## src/rtl/riscv_commit_reporter_if.sv

```systemverilog
// Retire-report bus between the multicycle control FSM (master) and the
// commit reporter (slave). Carries the per-instruction retire information
// in one direction and the registered report outputs in the other.
interface riscv_commit_reporter_if #(
  parameter int CNT_WIDTH = 32
);
  logic                 RETIRE;
  logic [31:0]          INST;
  logic                 RF_WE;
  logic [31:0]          RF_WD;
  logic                 D_MEM_WEN;
  logic [11:0]          D_MEM_ADDR;
  logic                 BR_TAKEN;
  logic [CNT_WIDTH-1:0] NUM_INST;
  logic [31:0]          OUTPUT_PORT;
  logic                 HALT;

  modport master (
    output RETIRE, INST, RF_WE, RF_WD, D_MEM_WEN, D_MEM_ADDR, BR_TAKEN,
    input  NUM_INST, OUTPUT_PORT, HALT
  );

  modport slave (
    input  RETIRE, INST, RF_WE, RF_WD, D_MEM_WEN, D_MEM_ADDR, BR_TAKEN,
    output NUM_INST, OUTPUT_PORT, HALT
  );
endinterface

```

## src/rtl/riscv_commit_reporter.sv

```systemverilog
// Commit reporter: counts retired instructions, registers a per-instruction
// result word and raises a sticky HALT once the two-word halt signature
// (HALT_INST0 followed by HALT_INST1) has retired.
//
//   state     | meaning
//   ----------+---------------------------------------------------------
//   ST_IDLE   | no partial halt signature seen
//   ST_SEEN0  | last accepted retire was HALT_INST0
//   ST_HALTED | signature complete; HALT=1, retires ignored until RST
module riscv_commit_reporter #(
  parameter int          CNT_WIDTH  = 32,
  parameter logic [31:0] HALT_INST0 = 32'h00c00093,
  parameter logic [31:0] HALT_INST1 = 32'h00008067
) (
  input logic                      CLK,
  input logic                      RST,
  riscv_commit_reporter_if.slave   rpt
);

  localparam logic [6:0] OP_ALU    = 7'b0110011;
  localparam logic [6:0] OP_ALUI   = 7'b0010011;
  localparam logic [6:0] OP_LOAD   = 7'b0000011;
  localparam logic [6:0] OP_LUI    = 7'b0110111;
  localparam logic [6:0] OP_AUIPC  = 7'b0010111;
  localparam logic [6:0] OP_JAL    = 7'b1101111;
  localparam logic [6:0] OP_JALR   = 7'b1100111;
  localparam logic [6:0] OP_STORE  = 7'b0100011;
  localparam logic [6:0] OP_BRANCH = 7'b1100011;

  typedef enum logic [1:0] {
    ST_IDLE   = 2'd0,
    ST_SEEN0  = 2'd1,
    ST_HALTED = 2'd2
  } state_t;

  state_t               state_q;
  logic                 halt_q;
  logic [CNT_WIDTH-1:0] num_inst_q, num_inst_d;
  logic [31:0]          output_port_q, output_port_d;
  logic                 accept;
  logic                 unused_rf_we;

  // RF_WD is reported regardless of the write enable (rd=x0 still reports).
  assign unused_rf_we = rpt.RF_WE;

  assign accept = rpt.RETIRE & ~halt_q;

  // Next count and next result word for an accepted retire.
  always_comb begin
    num_inst_d    = num_inst_q;
    output_port_d = output_port_q;
    if (accept) begin
      num_inst_d = num_inst_q + CNT_WIDTH'(1);
      case (rpt.INST[6:0])
        OP_ALU, OP_ALUI, OP_LOAD, OP_LUI,
        OP_AUIPC, OP_JAL, OP_JALR: output_port_d = rpt.RF_WD;
        OP_STORE: begin
          if (!rpt.D_MEM_WEN) output_port_d = {20'b0, rpt.D_MEM_ADDR};
        end
        OP_BRANCH: output_port_d = {31'b0, rpt.BR_TAKEN};
        default:   output_port_d = output_port_q;
      endcase
    end
  end

  // Report registers and halt-signature FSM; reset wins over any retire.
  always_ff @(posedge CLK) begin
    if (RST) begin
      state_q       <= ST_IDLE;
      halt_q        <= 1'b0;
      num_inst_q    <= '0;
      output_port_q <= '0;
    end else if (accept) begin
      num_inst_q    <= num_inst_d;
      output_port_q <= output_port_d;
      case (state_q)
        ST_IDLE: begin
          if (rpt.INST == HALT_INST0) state_q <= ST_SEEN0;
        end
        ST_SEEN0: begin
          if (rpt.INST == HALT_INST1) begin
            state_q <= ST_HALTED;
            halt_q  <= 1'b1;
          end else if (rpt.INST != HALT_INST0) begin
            state_q <= ST_IDLE;
          end
        end
        default: state_q <= state_q;
      endcase
    end
  end

  assign rpt.NUM_INST    = num_inst_q;
  assign rpt.OUTPUT_PORT = output_port_q;
  assign rpt.HALT        = halt_q;

endmodule

```

## src/flat_wrapper.sv

```systemverilog
// flat-port wrapper written by rule: the top's interface ports become plain ports
module riscv_commit_reporter_flat 
#(
  parameter int          CNT_WIDTH  = 32,
  parameter logic [31:0] HALT_INST0 = 32'h00c00093,
  parameter logic [31:0] HALT_INST1 = 32'h00008067
)
  (CLK, RST, rpt_RETIRE, rpt_INST, rpt_RF_WE, rpt_RF_WD, rpt_D_MEM_WEN, rpt_D_MEM_ADDR, rpt_BR_TAKEN, rpt_NUM_INST, rpt_OUTPUT_PORT, rpt_HALT);
  riscv_commit_reporter_if #(.CNT_WIDTH(CNT_WIDTH)) rpt_i ();
  input logic CLK;
  input logic RST;
  input wire logic [$bits(rpt_i.RETIRE)-1:0] rpt_RETIRE;
  input wire logic [$bits(rpt_i.INST)-1:0] rpt_INST;
  input wire logic [$bits(rpt_i.RF_WE)-1:0] rpt_RF_WE;
  input wire logic [$bits(rpt_i.RF_WD)-1:0] rpt_RF_WD;
  input wire logic [$bits(rpt_i.D_MEM_WEN)-1:0] rpt_D_MEM_WEN;
  input wire logic [$bits(rpt_i.D_MEM_ADDR)-1:0] rpt_D_MEM_ADDR;
  input wire logic [$bits(rpt_i.BR_TAKEN)-1:0] rpt_BR_TAKEN;
  output wire logic [$bits(rpt_i.NUM_INST)-1:0] rpt_NUM_INST;
  output wire logic [$bits(rpt_i.OUTPUT_PORT)-1:0] rpt_OUTPUT_PORT;
  output wire logic [$bits(rpt_i.HALT)-1:0] rpt_HALT;
  assign rpt_i.RETIRE = rpt_RETIRE;
  assign rpt_i.INST = rpt_INST;
  assign rpt_i.RF_WE = rpt_RF_WE;
  assign rpt_i.RF_WD = rpt_RF_WD;
  assign rpt_i.D_MEM_WEN = rpt_D_MEM_WEN;
  assign rpt_i.D_MEM_ADDR = rpt_D_MEM_ADDR;
  assign rpt_i.BR_TAKEN = rpt_BR_TAKEN;
  assign rpt_NUM_INST = rpt_i.NUM_INST;
  assign rpt_OUTPUT_PORT = rpt_i.OUTPUT_PORT;
  assign rpt_HALT = rpt_i.HALT;
  riscv_commit_reporter #(.CNT_WIDTH(CNT_WIDTH), .HALT_INST0(HALT_INST0), .HALT_INST1(HALT_INST1)) u_core (.CLK(CLK), .RST(RST), .rpt(rpt_i));
endmodule
```

## config.mk

```make
export PLATFORM = sky130hd
export DESIGN_NAME = riscv_commit_reporter_flat
export DESIGN_NICKNAME = d
export VERILOG_FILES = /design/src/rtl/riscv_commit_reporter_if.sv /design/src/rtl/riscv_commit_reporter.sv /design/src/flat_wrapper.sv
export SDC_FILE = /design/constraint.sdc
export NUM_CORES = 1
export LEC_CHECK = 0
export CAP_MARGIN = 20
export CORE_ASPECT_RATIO = 0.9
export CORE_MARGIN = 4
export CORE_UTILIZATION = 44
export CTS_BUF_LIST = sky130_fd_sc_hd__clkbuf_16
export DETAILED_ROUTE_END_ITERATION = 10
export PLACE_DENSITY = 0.85
export SLEW_MARGIN = 20
export SYNTH_ARGS = -nofsm -noshare
export SYNTH_HDL_FRONTEND = slang
export SYNTH_SLANG_ARGS = --single-unit
export TNS_END_PERCENT = 20
```

## constraint.sdc

```tcl
create_clock -name CLK -period 5.2 [get_ports CLK]
set_clock_uncertainty 0.2 [all_clocks]
set_input_delay 0.78 -clock CLK [delete_from_list [all_inputs] [get_ports CLK]]
set_output_delay 0.78 -clock CLK [all_outputs]
set_load 0.1 [all_outputs]
```

==> impl_metrics.json <==
{
  "initial_core_util": 0.465,
  "cpPeakStageDelay_ps": 740,
  "min_period_over_period": 0.636,
  "mappedNetlistArea_sq_mm": 0.00315,
  "fin_nets": 582,
  "cts-resized-gates": 0,
  "preCtsSetupSlack_ps": 1600,
  "clk_pin_slew_ps": 60,
  "power_frac_seq": 0.397,
  "mostFrequentLayoutCells": "clkdlybuf4s50_1, dfxtp_1, a21oi_1, nand4_1, o21ai_1",
  "syn-num-nets": 452,
  "std_cell_rows": 28,
  "grt_pass1_wl_mm": 16.6,
  "final-hold-violation-count": 0,
  "status": "finished, final reports clean",
  "maxCapViolCount": 0,
  "fin_ws_ps": 1890,
  "antenna_cells": 0,
  "num_io_pins": 147,
  "ys_types": 44,
  "setup_tns_ps": 0,
  "switching_share": 0.236,
  "synthFlopType": "dfxtp_1",
  "via_count": 3464,
  "stdcell_area_sq_mm": 0.00494,
  "drive_gt1_frac": 0.0476,
  "slew_headroom": 0.286,
  "final_core_util": 0.730,
  "path_cells": "clkdlybuf4s50_1 > nor3b_1 > a211o_1 > nor2_1 > a211oi_1",
  "hpwl_mm": 7.54,
  "synth_edf_count": 0,
  "post-cts-setup-buffers": 0,
  "core_region_area_sq_mm": 0.00676,
  "p_comb_frac": 0.130,
  "ir_worst_vdd_mv": 0.192,
  "synthCells": 369,
  "cts-hold-fix-buffers": 0,
  "p_per_area_mw_per_mm2": 268,
  "holdCritPathClass": "reg2reg",
  "routed_wl_mm": 10.5,
  "wl_per_cell_um": 17.6,
  "gp_congestion": 0.794,
  "max_slew.worst_pin.slew_ps": 1070,
  "worstPathArrival_ps": 3330,
  "power_mw": 1.32,
  "cts_buffers": 9,
  "clock-sinks": 67,
  "cts_root_buf": "clkbuf_16",
  "htreeDepth": 3,
  "final_common_cell": "clkdlybuf4s50_1",
  "setup_violations": 0,
  "rsz0062_at_grt": "false",
  "die-area_sq_mm": 0.00857,
  "start_kind": "input pin",
  "die_w_um": 97.1,
  "via_per_inst": 5.83,
  "syn-mean-instance-area_sq_um": 8.53,
  "async_flop_share": 0,
  "dpl-instance-area_sq_mm": 0.00463,
  "min_period_ps": 3310,
  "cts_tree": "yes",
  "insertion_delay_ps": 320,
  "antenna_found_initial": 0,
  "ant_nets": 0,
  "fmax_mhz": 302,
  "ys.warnings.count": 0,
  "ys_ff_latch": 67,
  "slew_viol_final": 0,
  "clock_path_buffers": 2,
  "drtIter0Drc": 224,
  "fp.dieH_um": 88.2,
  "firstDrtPassIters": 4,
  "worstPathMaxFanout": 23,
  "internal_power_mw": 1.01,
  "yosysSeqAreaShare": 0.426,
  "path_class": "in2reg",
  "p_sw_mw": 0.312,
  "grtUsageTotal": 0.241,
  "crit_slowest_cell": "a211o_1",
  "num-fill-cells": 509,
  "crit_path_end_kind": "flip-flop",
  "port_buffers": 145,
  "grt_max_degree": 41,
  "area_growth_pct": 56.9,
  "p_clk_frac": 0.473,
  "grt_pass1_vias": 3453,
  "power.leakage_nw": 1.61,
  "required_ps": 5220,
  "grt_overflow": 0,
  "drc": 0
}
-- registers in the layout (all words and copies together), names as in the netlist --
signal                  cells
u_core.rpt.HALT             1
u_core.rpt.NUM_INST        32
u_core.rpt.OUTPUT_PORT     32
u_core.state_q              2
-- area by class of cell --
cell class / count / area (sq um) / area share
well taps: 90 / 113 / 0.0228
inverters: 3 / 11.3 / 0.00228
clock inverters: 7 / 83.8 / 0.0170
multi-input cells: 270 / 1690 / 0.342
repair buffers: 148 / 1480 / 0.299
clock buffers: 9 / 225 / 0.0456
flip-flops and latches: 67 / 1340 / 0.272
-- path summary, 6_finish.rpt --
check,cells past startpoint,slack (ps),from,end
worst max-delay path,5,1890,rpt_INST[6],u_core.rpt.OUTPUT_PORT[2]
worst min-delay path,2,280,u_core.rpt.NUM_INST[31],u_core.rpt.NUM_INST[31]
worst max register to register,4,2700,u_core.rpt.NUM_INST[2],u_core.rpt.NUM_INST[28]
worst min register to register,2,280,u_core.rpt.NUM_INST[31],u_core.rpt.NUM_INST[31]
-- power groups by stage --
stage / combinational [mW] / sequential [mW] / clock, mW
4_1_cts: 0.172 / 0.524 / 0.636
5_1_grt: 0.181 / 0.525 / 0.660
2_1_floorplan: 0.0408 / 0.577 / 0
3_3_place_gp: 0.168 / 0.535 / 0
6_report: 0.172 / 0.524 / 0.626
3_5_place_dp: 0.171 / 0.535 / 0
-- metal layers --
layer	global-route usage	routed length (um)	up-vias
met2	0.430	5360	127
met5	0	0	-
met3	0.108	933	8
li1	-	-	1696
met4	0.0587	108	0
met1	0.268	4080	1633
-- per-stage QoR --
step,std cells,hold WS [ps]
after detailed placement,578,271
after floorplan,369,253
after global routing,594,302
final,594,278
after CTS,594,279
after global placement,577,260
-- logic make-up (layout without fill, tap and decap cells) --
family          count (synthesis)  count (layout)  synth area share
buf+inv                        32             167            0.0417
fa+ha+maj                       1               1           0.00398
simple gates                  130             130             0.258
flops                          67              67             0.426
mux                             1               1           0.00318
xor+xnor                        8               8            0.0223
compound gates                130             130             0.245
-- critical path, delay by kind of cell --
family          cells  cell delay (ps)
compound gates      2             1090
buf+inv             1              560
simple gates        2              900
-- Yosys cell counts, types with 4 or more instances --
master,number,area share
a211oi_1,12,0.029
a21oi_1,56,0.089
a22oi_1,11,0.026
and4_1,4,0.011
clkbuf_1,24,0.029
dfxtp_1,67,0.43
nand2_1,17,0.020
nand2b_1,4,0.0080
nand3_1,11,0.017
nand4_1,28,0.056
nor2_1,11,0.013
nor4_1,7,0.014
o21a_1,4,0.0095
o21ai_0,11,0.017
o21ai_1,18,0.029
o31ai_1,14,0.033
or3_1,8,0.016
or4_1,14,0.033
xnor2_1,4,0.011
xor2_1,4,0.011
Note: power is estimated with default switching activity, not from simulation.
